### src/rtl/proc_io_if.sv
// Processor I/O bus: input-channel read port, output-channel write port
// with stall, and the trace FIFO val/rdy drain port.
interface proc_io_if #(
  parameter int unsigned NUM_IN  = 3,
  parameter int unsigned NUM_OUT = 3,
  parameter int unsigned DATA_W  = 32
);
  logic [NUM_IN*DATA_W-1:0]  in_data;
  logic [3:0]                rd_idx;
  logic [DATA_W-1:0]         rd_data;
  logic                      wr_en;
  logic [3:0]                wr_idx;
  logic [DATA_W-1:0]         wr_data;
  logic                      wr_stall;
  logic [NUM_OUT*DATA_W-1:0] out_data;
  logic                      trace_val;
  logic                      trace_rdy;
  logic [3:0]                trace_idx;
  logic [DATA_W-1:0]         trace_data;

  // Processor / consumer side
  modport master (
    output in_data, rd_idx, wr_en, wr_idx, wr_data, trace_rdy,
    input  rd_data, wr_stall, out_data, trace_val, trace_idx, trace_data
  );

  // I/O unit side
  modport slave (
    input  in_data, rd_idx, wr_en, wr_idx, wr_data, trace_rdy,
    output rd_data, wr_stall, out_data, trace_val, trace_idx, trace_data
  );
endinterface

### src/rtl/proc_io_unit.sv
// Processor I/O unit: NUM_IN input channels read through a channel mux,
// NUM_OUT registered output channels, and a TRACE_DEPTH-entry trace FIFO
// recording every accepted output write. A full FIFO stalls the writer
// unless the head is being drained in the same cycle.
// Optional macro PROC_IO_UNIT_IN_SYNC_EN: two-flop synchronizer on each
// input channel ahead of the read mux (2-cycle read latency).
module proc_io_unit #(
  parameter int unsigned NUM_IN      = 3,
  parameter int unsigned NUM_OUT     = 3,
  parameter int unsigned DATA_W      = 32,
  parameter int unsigned TRACE_DEPTH = 4
) (
  input  logic       clk,
  input  logic       rst_n,
  proc_io_if.slave   io
);

  localparam int unsigned PTR_W = (TRACE_DEPTH > 1) ? $clog2(TRACE_DEPTH) : 1;
  localparam int unsigned CNT_W = $clog2(TRACE_DEPTH + 1);
  localparam logic [PTR_W-1:0] LAST_PTR = PTR_W'(TRACE_DEPTH - 1);
  localparam logic [CNT_W-1:0] FULL_CNT = CNT_W'(TRACE_DEPTH);

  logic [NUM_IN*DATA_W-1:0] in_view;

`ifdef PROC_IO_UNIT_IN_SYNC_EN
  logic [NUM_IN*DATA_W-1:0] sync_meta_q;
  logic [NUM_IN*DATA_W-1:0] sync_out_q;

  // Two-flop synchronizer on all input channels
  always_ff @(posedge clk or negedge rst_n) begin
    if (!rst_n) begin
      sync_meta_q <= '0;
      sync_out_q  <= '0;
    end else begin
      sync_meta_q <= io.in_data;
      sync_out_q  <= sync_meta_q;
    end
  end

  assign in_view = sync_out_q;
`else
  assign in_view = io.in_data;
`endif

  logic [DATA_W-1:0] rd_data_c;

  // Input channel mux; out-of-range index reads zero
  always_comb begin
    rd_data_c = '0;
    for (int unsigned k = 0; k < NUM_IN; k++) begin
      if (io.rd_idx == 4'(k)) rd_data_c = in_view[k*DATA_W +: DATA_W];
    end
  end

  assign io.rd_data = rd_data_c;

  logic [PTR_W-1:0]          head_q;
  logic [PTR_W-1:0]          tail_q;
  logic [CNT_W-1:0]          count_q;
  logic [3:0]                idx_mem  [TRACE_DEPTH];
  logic [DATA_W-1:0]         data_mem [TRACE_DEPTH];
  logic [NUM_OUT*DATA_W-1:0] out_q;

  logic trace_val_c;
  logic deq_c;
  logic full_c;
  logic wr_hit_c;
  logic stall_c;
  logic enq_c;

  // Acceptance: a full FIFO only takes a write when its head leaves this cycle
  assign trace_val_c = (count_q != '0);
  assign deq_c       = trace_val_c & io.trace_rdy;
  assign full_c      = (count_q == FULL_CNT);
  assign wr_hit_c    = ({28'd0, io.wr_idx} < 32'(NUM_OUT));
  assign stall_c     = io.wr_en & wr_hit_c & full_c & ~deq_c;
  assign enq_c       = io.wr_en & wr_hit_c & ~stall_c;

  assign io.wr_stall   = stall_c;
  assign io.out_data   = out_q;
  assign io.trace_val  = trace_val_c;
  assign io.trace_idx  = idx_mem[head_q];
  assign io.trace_data = data_mem[head_q];

  // Output channel registers
  always_ff @(posedge clk or negedge rst_n) begin
    if (!rst_n) begin
      out_q <= '0;
    end else begin
      for (int unsigned k = 0; k < NUM_OUT; k++) begin
        if (enq_c && (io.wr_idx == 4'(k))) out_q[k*DATA_W +: DATA_W] <= io.wr_data;
      end
    end
  end

  // Trace FIFO storage and circular pointers
  always_ff @(posedge clk or negedge rst_n) begin
    if (!rst_n) begin
      head_q <= '0;
      tail_q <= '0;
      for (int unsigned i = 0; i < TRACE_DEPTH; i++) begin
        idx_mem[i]  <= '0;
        data_mem[i] <= '0;
      end
    end else begin
      if (enq_c) begin
        idx_mem[tail_q]  <= io.wr_idx;
        data_mem[tail_q] <= io.wr_data;
        tail_q           <= (tail_q == LAST_PTR) ? '0 : tail_q + PTR_W'(1);
      end
      if (deq_c) begin
        head_q <= (head_q == LAST_PTR) ? '0 : head_q + PTR_W'(1);
      end
    end
  end

  // Occupancy: unchanged when enqueue and dequeue coincide
  always_ff @(posedge clk or negedge rst_n) begin
    if (!rst_n) begin
      count_q <= '0;
    end else begin
      case ({enq_c, deq_c})
        2'b10:   count_q <= count_q + CNT_W'(1);
        2'b01:   count_q <= count_q - CNT_W'(1);
        default: count_q <= count_q;
      endcase
    end
  end

endmodule
### src/flat_wrapper.sv
// flat-port wrapper written by rule: the top's interface ports become plain ports
module proc_io_unit_flat 
#(
  parameter int unsigned NUM_IN      = 3,
  parameter int unsigned NUM_OUT     = 3,
  parameter int unsigned DATA_W      = 32,
  parameter int unsigned TRACE_DEPTH = 4
)
  (clk, rst_n, io_in_data, io_rd_idx, io_wr_en, io_wr_idx, io_wr_data, io_trace_rdy, io_rd_data, io_wr_stall, io_out_data, io_trace_val, io_trace_idx, io_trace_data);
  proc_io_if #(.NUM_IN(NUM_IN), .NUM_OUT(NUM_OUT), .DATA_W(DATA_W)) io_i ();
  input  logic clk;
  input  logic rst_n;
  input wire logic [$bits(io_i.in_data)-1:0] io_in_data;
  input wire logic [$bits(io_i.rd_idx)-1:0] io_rd_idx;
  input wire logic [$bits(io_i.wr_en)-1:0] io_wr_en;
  input wire logic [$bits(io_i.wr_idx)-1:0] io_wr_idx;
  input wire logic [$bits(io_i.wr_data)-1:0] io_wr_data;
  input wire logic [$bits(io_i.trace_rdy)-1:0] io_trace_rdy;
  output wire logic [$bits(io_i.rd_data)-1:0] io_rd_data;
  output wire logic [$bits(io_i.wr_stall)-1:0] io_wr_stall;
  output wire logic [$bits(io_i.out_data)-1:0] io_out_data;
  output wire logic [$bits(io_i.trace_val)-1:0] io_trace_val;
  output wire logic [$bits(io_i.trace_idx)-1:0] io_trace_idx;
  output wire logic [$bits(io_i.trace_data)-1:0] io_trace_data;
  assign io_i.in_data = io_in_data;
  assign io_i.rd_idx = io_rd_idx;
  assign io_i.wr_en = io_wr_en;
  assign io_i.wr_idx = io_wr_idx;
  assign io_i.wr_data = io_wr_data;
  assign io_i.trace_rdy = io_trace_rdy;
  assign io_rd_data = io_i.rd_data;
  assign io_wr_stall = io_i.wr_stall;
  assign io_out_data = io_i.out_data;
  assign io_trace_val = io_i.trace_val;
  assign io_trace_idx = io_i.trace_idx;
  assign io_trace_data = io_i.trace_data;
  proc_io_unit #(.NUM_IN(NUM_IN), .NUM_OUT(NUM_OUT), .DATA_W(DATA_W), .TRACE_DEPTH(TRACE_DEPTH)) u_core (.clk(clk), .rst_n(rst_n), .io(io_i));
endmodule
### config.mk
export PLATFORM = sky130hd
export DESIGN_NAME = proc_io_unit_flat
export DESIGN_NICKNAME = d
export VERILOG_FILES = /design/src/rtl/proc_io_if.sv /design/src/rtl/proc_io_unit.sv /design/src/flat_wrapper.sv
export SDC_FILE = /design/constraint.sdc
export NUM_CORES = 1
export LEC_CHECK = 0
export CAP_MARGIN = 5
export CORE_MARGIN = 2
export CORE_UTILIZATION = 30
export CTS_CLUSTER_SIZE = 16
export DETAILED_ROUTE_END_ITERATION = 10
export MAX_ROUTING_LAYER = met4
export SLEW_MARGIN = 20
export SYNTH_ARGS = -nofsm -noshare
export SYNTH_HDL_FRONTEND = slang
export SYNTH_SLANG_ARGS = --single-unit
### constraint.sdc
create_clock -name clk -period 4.11 [get_ports clk]
set_input_delay 0.822 -clock clk [delete_from_list [all_inputs] [get_ports clk]]
set_output_delay 0.822 -clock clk [all_outputs]
set_load 0.05 [all_outputs]
# --- Yosys cells after proc, flatten, opt, wreduce, memory -nomap -nowiden ---
# Cells that the tools add are included.
totals:
  ff_bits: 247
  latchBits: 0
  ram_bits: 0
  romBits: 0
  input_bits: 140
  wordCells: 66
  n_memories: 0
op_classes:
  n_addsub: 4
  n_mul: 0
  div: 0
  magnitude_cmp: 4
  n_eq_ne: 9
  shift: 0
  n_mux: 18
  bitwise_logic: 9
  n_reduce_logical: 8
op_table:
  columns: ["operator", "n"]
  rows:
  - ["$mux W32", 6]
  - ["$bwmux W128", 1]
  - ["$bmux W32 S2", 1]
  - ["$demux W32 S2", 1]
  - ["$bwmux W16", 1]
  - ["$mux W4", 3]
  - ["$bmux W4 S2", 1]
  - ["$demux W4 S2", 1]
  - ["$eq A4 B1 Y1 const B", 2]
  - ["$eq A4 B2 Y1 const B", 2]
  - ["$logic_not A4 Y1", 2]
  - ["$eq A2 B2 Y1 const B", 3]
  - ["$ge A3 B3 Y1 const B", 2]
  - ["$not A2 Y3", 2]
  - ["$pmux W3 S2", 1]
  - ["$and A1 B1 Y1", 5]
  - ["$add A2 B1 Y2 const B", 2]
  - ["$logic_and A1 B1 Y1", 4]
  - ["$lt A4 B2 Y1 const B", 1]
  - ["$mux W2", 2]
  - ["$add A3 B1 Y3 const B", 1]
  - ["$eq A3 B3 Y1 const B", 1]
  - ["$lt A3 B1 Y1 const B", 1]
  - ["$reduce_bool A3 Y1", 1]
  - ["4 further kinds", 5]

# --- Logic depth before layout (Yosys ltp) ---
# Gate-level depths: netlist (run 1).
logic_depth:
  depth_word: 8
  mapped_depth: 9
  depth_no_buf: 9

# --- Worst setup path after synthesis (run 1) ---
# Ideal clock, no wire load.
synth_path:
  path_kind: "input -> output"
  start: "input io_rd_idx[3]"
  end: "output io_rd_data[21]"
  t_arrival_ps: 2668
  required_time_ps: 3288
  path_slack_ps: 620
  stages: 4
  path_cell_list: "or4b_2 -> clkbuf_1 -> buf_1 -> a21oi_1"
synth_via:
  elab_chain_len: 4
  elab_cells_between_ends: 6
  cone_classes: "eq/ne: 2; mux: 3; reduce/logical: 1"
synth_lines:
  columns: ["element", "line_no", "text"]
  rows:
  - ["start, declared", "flat_wrapper.sv:14", "input wire logic [$bits(io_i.rd_idx)-1:0] io_rd_idx;"]
  - ["$logic_not A4 Y1", "proc_io_unit.sv:51", "if (io.rd_idx == 4'(k)) rd_data_c = in_view[k*DATA_W +: DATA_W];"]
  - ["$mux W32 (2 in series)", "proc_io_unit.sv:51", null]
  - ["$mux W32 (*)", "proc_io_unit.sv:51", null]
  - ["end, declared", "flat_wrapper.sv:19", "output wire logic [$bits(io_i.rd_data)-1:0] io_rd_data;"]
# Every way passes the cells marked *; elsewhere a longest branch is shown, timed or not.

# --- Final worst setup path (run 1) ---
layout_path:
  start: "input io_rd_idx[3]"
  end: "output io_rd_data[1]"
# The elaborated chain is that of the path after synthesis.

==> results of run 1 <==
-- registers in the layout (all words and copies together) (netlist names) --
signal and count:
u_core.idx_mem 16, u_core.head_q 2, u_core.count_q 3, u_core.data_mem 128, u_core.tail_q 2, u_core.io.out_data 96
-- logic make-up after synthesis --
kind of cell,count (synthesis)
adder cells (fa/ha/maj),7
flip-flops,247
AO/OA/AOI/OAI,64
buffers and inverters,53
multiplexers,273
AND/OR/NAND/NOR,61
XOR/XNOR,3
-- cell usage in the layout (no fill, tap or decap), types with 2 or more instances in the layout --
master | netlist | final
clkdlybuf4s50_1 | 0 | 271
dfrtp_1 | 247 | 245
mux2_2 | 206 | 206
mux4_2 | 36 | 36
nor2_1 | 36 | 36
buf_12 | 0 | 36
a22oi_1 | 32 | 32
a21oi_1 | 32 | 32
mux2_1 | 30 | 30
clkbuf_16 | 0 | 28
buf_4 | 11 | 14
and2_1 | 8 | 8
clkbuf_1 | 16 | 8
inv_1 | 6 | 6
ha_1 | 6 | 6
clkinv_2 | 0 | 5
nand4_4 | 0 | 4
nand2_1 | 3 | 3
nand4b_1 | 2 | 2
xor2_1 | 2 | 2
clkbuf_8 | 0 | 2
-- final cells by class --
type                       instances  share of cell area (%)
multi-input combinational        408                   28.19
inverter                           6                  0.1446
timing repair buffer             322                   22.81
clock inverter                     9                  0.5623
clock buffer                      38                   4.868
sequential                       247                   39.72
tap                              461                   3.703
-- through the flow --
stage                     setup WS, ns  hold slack [ns]  std cells
after floorplan                 0.6196           0.4466        708
after global placement          0.5356           0.4665       1444
after detailed placement        0.4858           0.4696       1444
after CTS                       0.3867           0.3578       1491
after global routing            0.3168           0.3865       1491
final                           0.4448           0.3349       1491
-- metal layers --
metal / routed length, um / vias to the layer above / part of all wire (%)
li1: - / 3213 / -
met1: 12070 / 3602 / 42
met2: 14430 / 197 / 50
met3: 1745 / 40 / 6.1
met4: 567 / 0 / 2.0
met5: 0 / - / 0
-- worst reg2reg max path, delay by kind of cell (launching register included) --
kind,cells,cell delay (ns)
and+or+nand+nor,3,1.18
DFF,1,0.41
buffers and inverters,1,0.06
xor gates and xnor gates,2,0.29
adders and majority gates,2,0.58
-- report_power, final --
part           internal [mW]  switching, mW
clock                   1.35          0.969
sequential              3.41          0.564
combinational           2.45           3.28
total                   7.21           4.81
-- worst min path at each step --
| stage | startpoint | slack [ns] | to | depth (start not counted) |
|---|---|---|---|---|
| CTS | rst_n | 0.36 | u_core.io.out_data[38] | 1 |
| global route | rst_n | 0.39 | u_core.io.out_data[36] | 1 |
| floorplan | u_core.count_q[2] | 0.45 | u_core.count_q[2] | 1 |
| finish | rst_n | 0.33 | u_core.io.out_data[7] | 1 |
| detailed placement | u_core.idx_mem[2] | 0.47 | u_core.idx_mem[2] | 1 |
| global placement | u_core.idx_mem[6] | 0.47 | u_core.idx_mem[6] | 1 |
==> metrics, run 1 <==
outcome finished clean; Synth cell types 30; die height 193.6 um; CTS tree yes; clk buf depth 3; Post-synth top flop dfrtp_1; TritonCTS Sinks 247; largest family of logic cells by synthesized area multiplexers; Crit. Startpoint io_rd_idx[3]; CP Max Fanout 64; RSZ-0062 raised after global routing false; CP bufs+invs 3; Setup crit end io_rd_data[1]; Post-DP HPWL 19.68 mm; Worst R2R Path Depth 8; EDFF count, synth 0; initial antenna violation count 0; slew of the pin with the lowest slew margin 0.9195 ns; startpoint types input port; peak supply drop 0.4518 mV; initial core utilization 30.41%; mapped cell area 10790 um^2; core area 35480 um^2; boundary pin count 306; final setup vio count 0; Synth Area in XOR/XNOR 0.2435%; Ys Warns 0; Clock Root Buffer clkbuf_16; worst reg2reg path startpoint u_core.count_q[0]; combined area of the multi-input logic cells 4390 um^2; setup_tns 0 ns; post-route cell area 15570 um^2; # rows 69; setup bufs post-CTS 0; gr ovfl total 0; fin nets 1160; clock slew seen by the registers of the worst setup and hold paths 0.06 ns; fin. max-slew vios 0; Cell Pwr Density 771.8 nW/um^2; fin crit share 89.18%; family with the most delay on the worst path buffers and inverters; Commonest cells post-synth 247 x dfrtp_1, 206 x mux2_2, 36 x mux4_2, 36 x nor2_1; register area 6186 um^2; simple-gate area share of the yosys netlist 3.038%; Req. time, crit path 3.29 ns; fin crit period 3.665 ns; WL per Instance 19.33 um; dpl cell area 14730 um^2; Area growth, synth to finish 44.36%; Fin. Hold Viols 0; detailed-route vias per instance 4.730; ANT nets after route 0; Gate Count Post-Synth 708; GR peak layer met2; layout cells sized above 1 33.20%; first-pass GRT wire length 45.52 mm; met3 Resource Use GR 3.844%; number of global-route vias before repair 7575; CTS H-tree depth 1; full die area 37500 um^2; die width 193.6 um; Final Routed Wirelength 28.82 mm; WS Path Type input port to output pin; antenna fix cells 0; fillers 3231; largest net degree at the start of global routing 101; clk_lat worst skew 0.54 ns; GR Util met1 19.18%; Synth area leader dfrtp_1; Synth Net Count 855; clock skew 0.02685 ns; worst hold path type input port to async pin; Seq/Total Area, Yosys 57.29%; Post-synth ARST share 100.0%; most numerous cell in the Yosys netlist dfrtp_1; fmax 272.8 MHz; RePlAce Congestion 0.8625; All-Layer GR Usage 15.67%; met2 usage 26.28%; PortBufs 305; critical path data arrival time 2.84 ns; Leak 6.630 nW; CP Depth 5; compound-cell area share of the yosys netlist 3.711%; Worst path max stage delay 0.69 ns; initial drt markers 180; Layout Utilization 43.89%; CP max-delay cell or4b_2; Crit. End Element output pin; FF-to-FF End u_core.count_q[2]; R2R setup slack 1.51 ns; main area contributors after synthesis dfrtp_1 57%, mux2_2 22%, mux4_2 7.5%, mux2_1 3.1%, a22oi_1 2.2%; flops & latches, synth 247; DR pass1 iterations 4; hold buffer count at CTS 0; Mean Syn Cell Area 15.24 um^2; Max Cap Viol 0; Power, Total 12.02 mW; # DRC 0; CTS buffer count 28; max_slew headroom 38.58%; post-synthesis adder-cell area fraction 0.8814%; via count 7052; sequence of cells on the critical path clkdlybuf4s50_1 > or4b_2 > buf_4 > a21oi_1 > buf_12; post-synth top area share 57.29%; # resized after CTS 0; post-synthesis mux area share 32.24%
No activity file was read; power rests on OpenSTA's default activity.
==> run 2: changes to the inputs <==
CTS_CLUSTER_SIZE = unset   (was 16)
RECOVER_POWER = 100   (was unset)
clock period = 4.4 ns   (was 4.11 ns; I/O delays follow)
==> run 2 against run 1 <==
Against the previous run:
- the run now ends with capacitance limit, slew limit left
- die area is the same
- via count rose by 0.75%
- global-route usage grew 0.39 points
- clock skew is 0.019 ns lower
- sequential share of layout area rose by 1.5 points
- clock power hardly changed
==> metrics, run 2 (synthesis results as in run 1) <==
Hold Path Sink u_core.io.out_data[19]; gr ovfl total 0 (unchanged); Crit. End Element output pin; peak supply drop 0.5781 mV (+28%); Leak 6.551 nW (-1.2%); largest register by flop count u_core.data_mem; RSZ-0062 raised after global routing false; sequence of cells on the critical path clkdlybuf4s50_1 > or4b_2 > buf_4 > a21oi_1 > clkbuf_1; fin crit period 3.962 ns; Worst Min Path Start u_core.io.out_data[19]; initial antenna violation count 1 (+1); CP bufs+invs 3 (unchanged); TritonCTS Sinks 247 (unchanged); boundary pin count 306 (unchanged); Req. time, crit path 3.52 ns (+0.23 ns); fin crit share 90.04%; most frequent cells in the layout 245 x dfrtp_1, 206 x mux2_2, 136 x dlygate4sd3_1; core area 35480 um^2 (unchanged); Fin. Hold Viols 0 (unchanged); clk_lat worst skew 0.54 ns (about the same); PortBufs 305 (unchanged); Hold Path Stages 1; startpoint types input port; worst reg2reg path startpoint u_core.count_q[2]; Area growth, synth to finish 39.24%; layout cells sized above 1 29.87% (-3.3 points); clk buf depth 3 (unchanged); initial drt markers 193 (+7.2%); FF-to-FF End u_core.data_mem[112]; number of global-route vias before repair 7794 (+2.9%); full die area 37500 um^2 (unchanged); via count 7105 (+0.75%); CTS buffer count 28 (unchanged); most common cell after layout, fill and taps aside dfrtp_1; Worst path max stage delay 0.68 ns (about the same); fin nets 1157 (-0.26%); All-Layer GR Usage 16.06% (+0.39 points); met3 Resource Use GR 3.931% (+0.087 points); Cell Pwr Density 738.1 nW/um^2 (-4.4%); largest net degree at the start of global routing 95 (-5.9%); max_slew headroom -58.61% (-97 points); CP max-delay cell or4b_2; final setup vio count 0 (unchanged); die width 193.6 um (unchanged); ANT nets after route 0 (unchanged); worst hold path type register to register; # resized after CTS 0 (unchanged); fin. max-slew vios 254 (+254); slew of the pin with the lowest slew margin 2.379 ns (+1.460 ns); initial core utilization 30.41% (unchanged); family with the most delay on the worst path buffers and inverters; Final Routed Wirelength 29.23 mm (+1.4%); GR peak layer met2; # rows 69 (unchanged); outcome complete, but fails checks; setup_tns 0 ns (unchanged); GR Util met1 19.69% (+0.51 points); met2 usage 26.80% (+0.52 points); Worst R2R Path Depth 4 (-4); Layout Utilization 42.34% (-1.6 points); CTS tree yes; critical path data arrival time 3.08 ns (+0.24 ns); clock skew 0.007432 ns (-0.01942 ns); detailed-route vias per instance 4.759 (+0.62%); Clock Root Buffer clkbuf_16; die height 193.6 um (unchanged); first-pass GRT wire length 46.58 mm (+2.3%); Post-DP HPWL 19.46 mm (-1.1%); RePlAce Congestion 0.8575 (-0.58%); CP Max Fanout 64 (unchanged); max reg flops 128 (unchanged); fillers 3339 (+3.3%); Max Cap Viol 6 (+6); DR pass1 iterations 4 (unchanged); failing checks capacitance limit, slew limit; # DRC 0 (unchanged); R2R setup slack 1.20 ns (-0.31 ns); clock slew seen by the registers of the worst setup and hold paths 0.05 ns (about the same); hold buffer count at CTS 0 (unchanged); fmax 252.4 MHz; WS Path Type input port to output pin; CTS H-tree depth 1 (unchanged); WL per Instance 19.58 um (+1.3%); setup bufs post-CTS 0 (unchanged)
-- run 2: cell types whose count changed in the layout (fill, tap and decap cells not counted), moves of 8 or more --
cell | before | now
buf_12 | 36 | 2
buf_4 | 14 | 6
clkbuf_1 | 8 | 43
clkdlybuf4s50_1 | 271 | 135
dlygate4sd3_1 | 0 | 136
-- run 2: report_power, final --
part	leakage [nW]	switching, mW	internal (mW)
logic	3.00	2.98	2.01
registers	3.08	0.580	3.18
clock network	0.467	0.916	1.42
total	6.55	4.47	6.62
-- run 2: worst max-delay path by stage --
stage / startpoint / end / slack, ns / depth (start not counted)
6_report: io_rd_idx[3] / io_rd_data[9] / 0.44 / 5
5_1_grt: io_wr_en / u_core.io.out_data[0] / 0.32 / 5
4_1_cts: u_core.head_q[0] / io_trace_data[12] / 0.50 / 2
3_5_place_dp: io_rd_idx[3] / io_rd_data[31] / 0.68 / 5
3_3_place_gp: io_rd_idx[3] / io_rd_data[31] / 0.69 / 6
2_1_floorplan: io_rd_idx[3] / io_rd_data[21] / 0.79 / 4
-- run 2: layer usage --
metal  share of wire [%]  vias up
met5                   0        -
met4                 2.2        0
met3                 5.6       42
met2                  50      201
met1                  42     3650
li1                    -     3212
-- run 2: area by class of cell --
class                           count  area (um^2)  share of cell area, %
Sequential cell                   247         6186                  41.18
Multi-Input combinational cell    408         4347                  28.93
Timing Repair Buffer              319         2954                  19.66
Clock buffer                       41        830.8                  5.530
Tap cell                          461        576.8                  3.839
Clock inverter                     10        103.9                 0.6913
Inverter                            6        22.52                 0.1499
Antenna cell                        1        2.502                0.01666
-- run 2: per-stage QoR --
step / worst slack (ns) / hold slack, ns / power (mW) / area, um^2 / std cells
floorplan: 0.7936 / 0.4466 / 7.271 / 10790 / 708
CTS: 0.4953 / 0.3770 / 11.58 / 15630 / 1492
detailed placement: 0.6799 / 0.4664 / 9.165 / 14690 / 1441
finish: 0.4384 / 0.4762 / 11.09 / 15020 / 1493
global route: 0.3247 / 0.4914 / 11.67 / 15020 / 1493
global placement: 0.6908 / 0.4632 / 9.077 / 14690 / 1441
==> run 3: changes to the inputs <==
CTS_CLUSTER_DIAMETER = 120   (was unset)
==> results of run 3 <==
No change in the layout: final DEF, timing and power equal those of run 2.
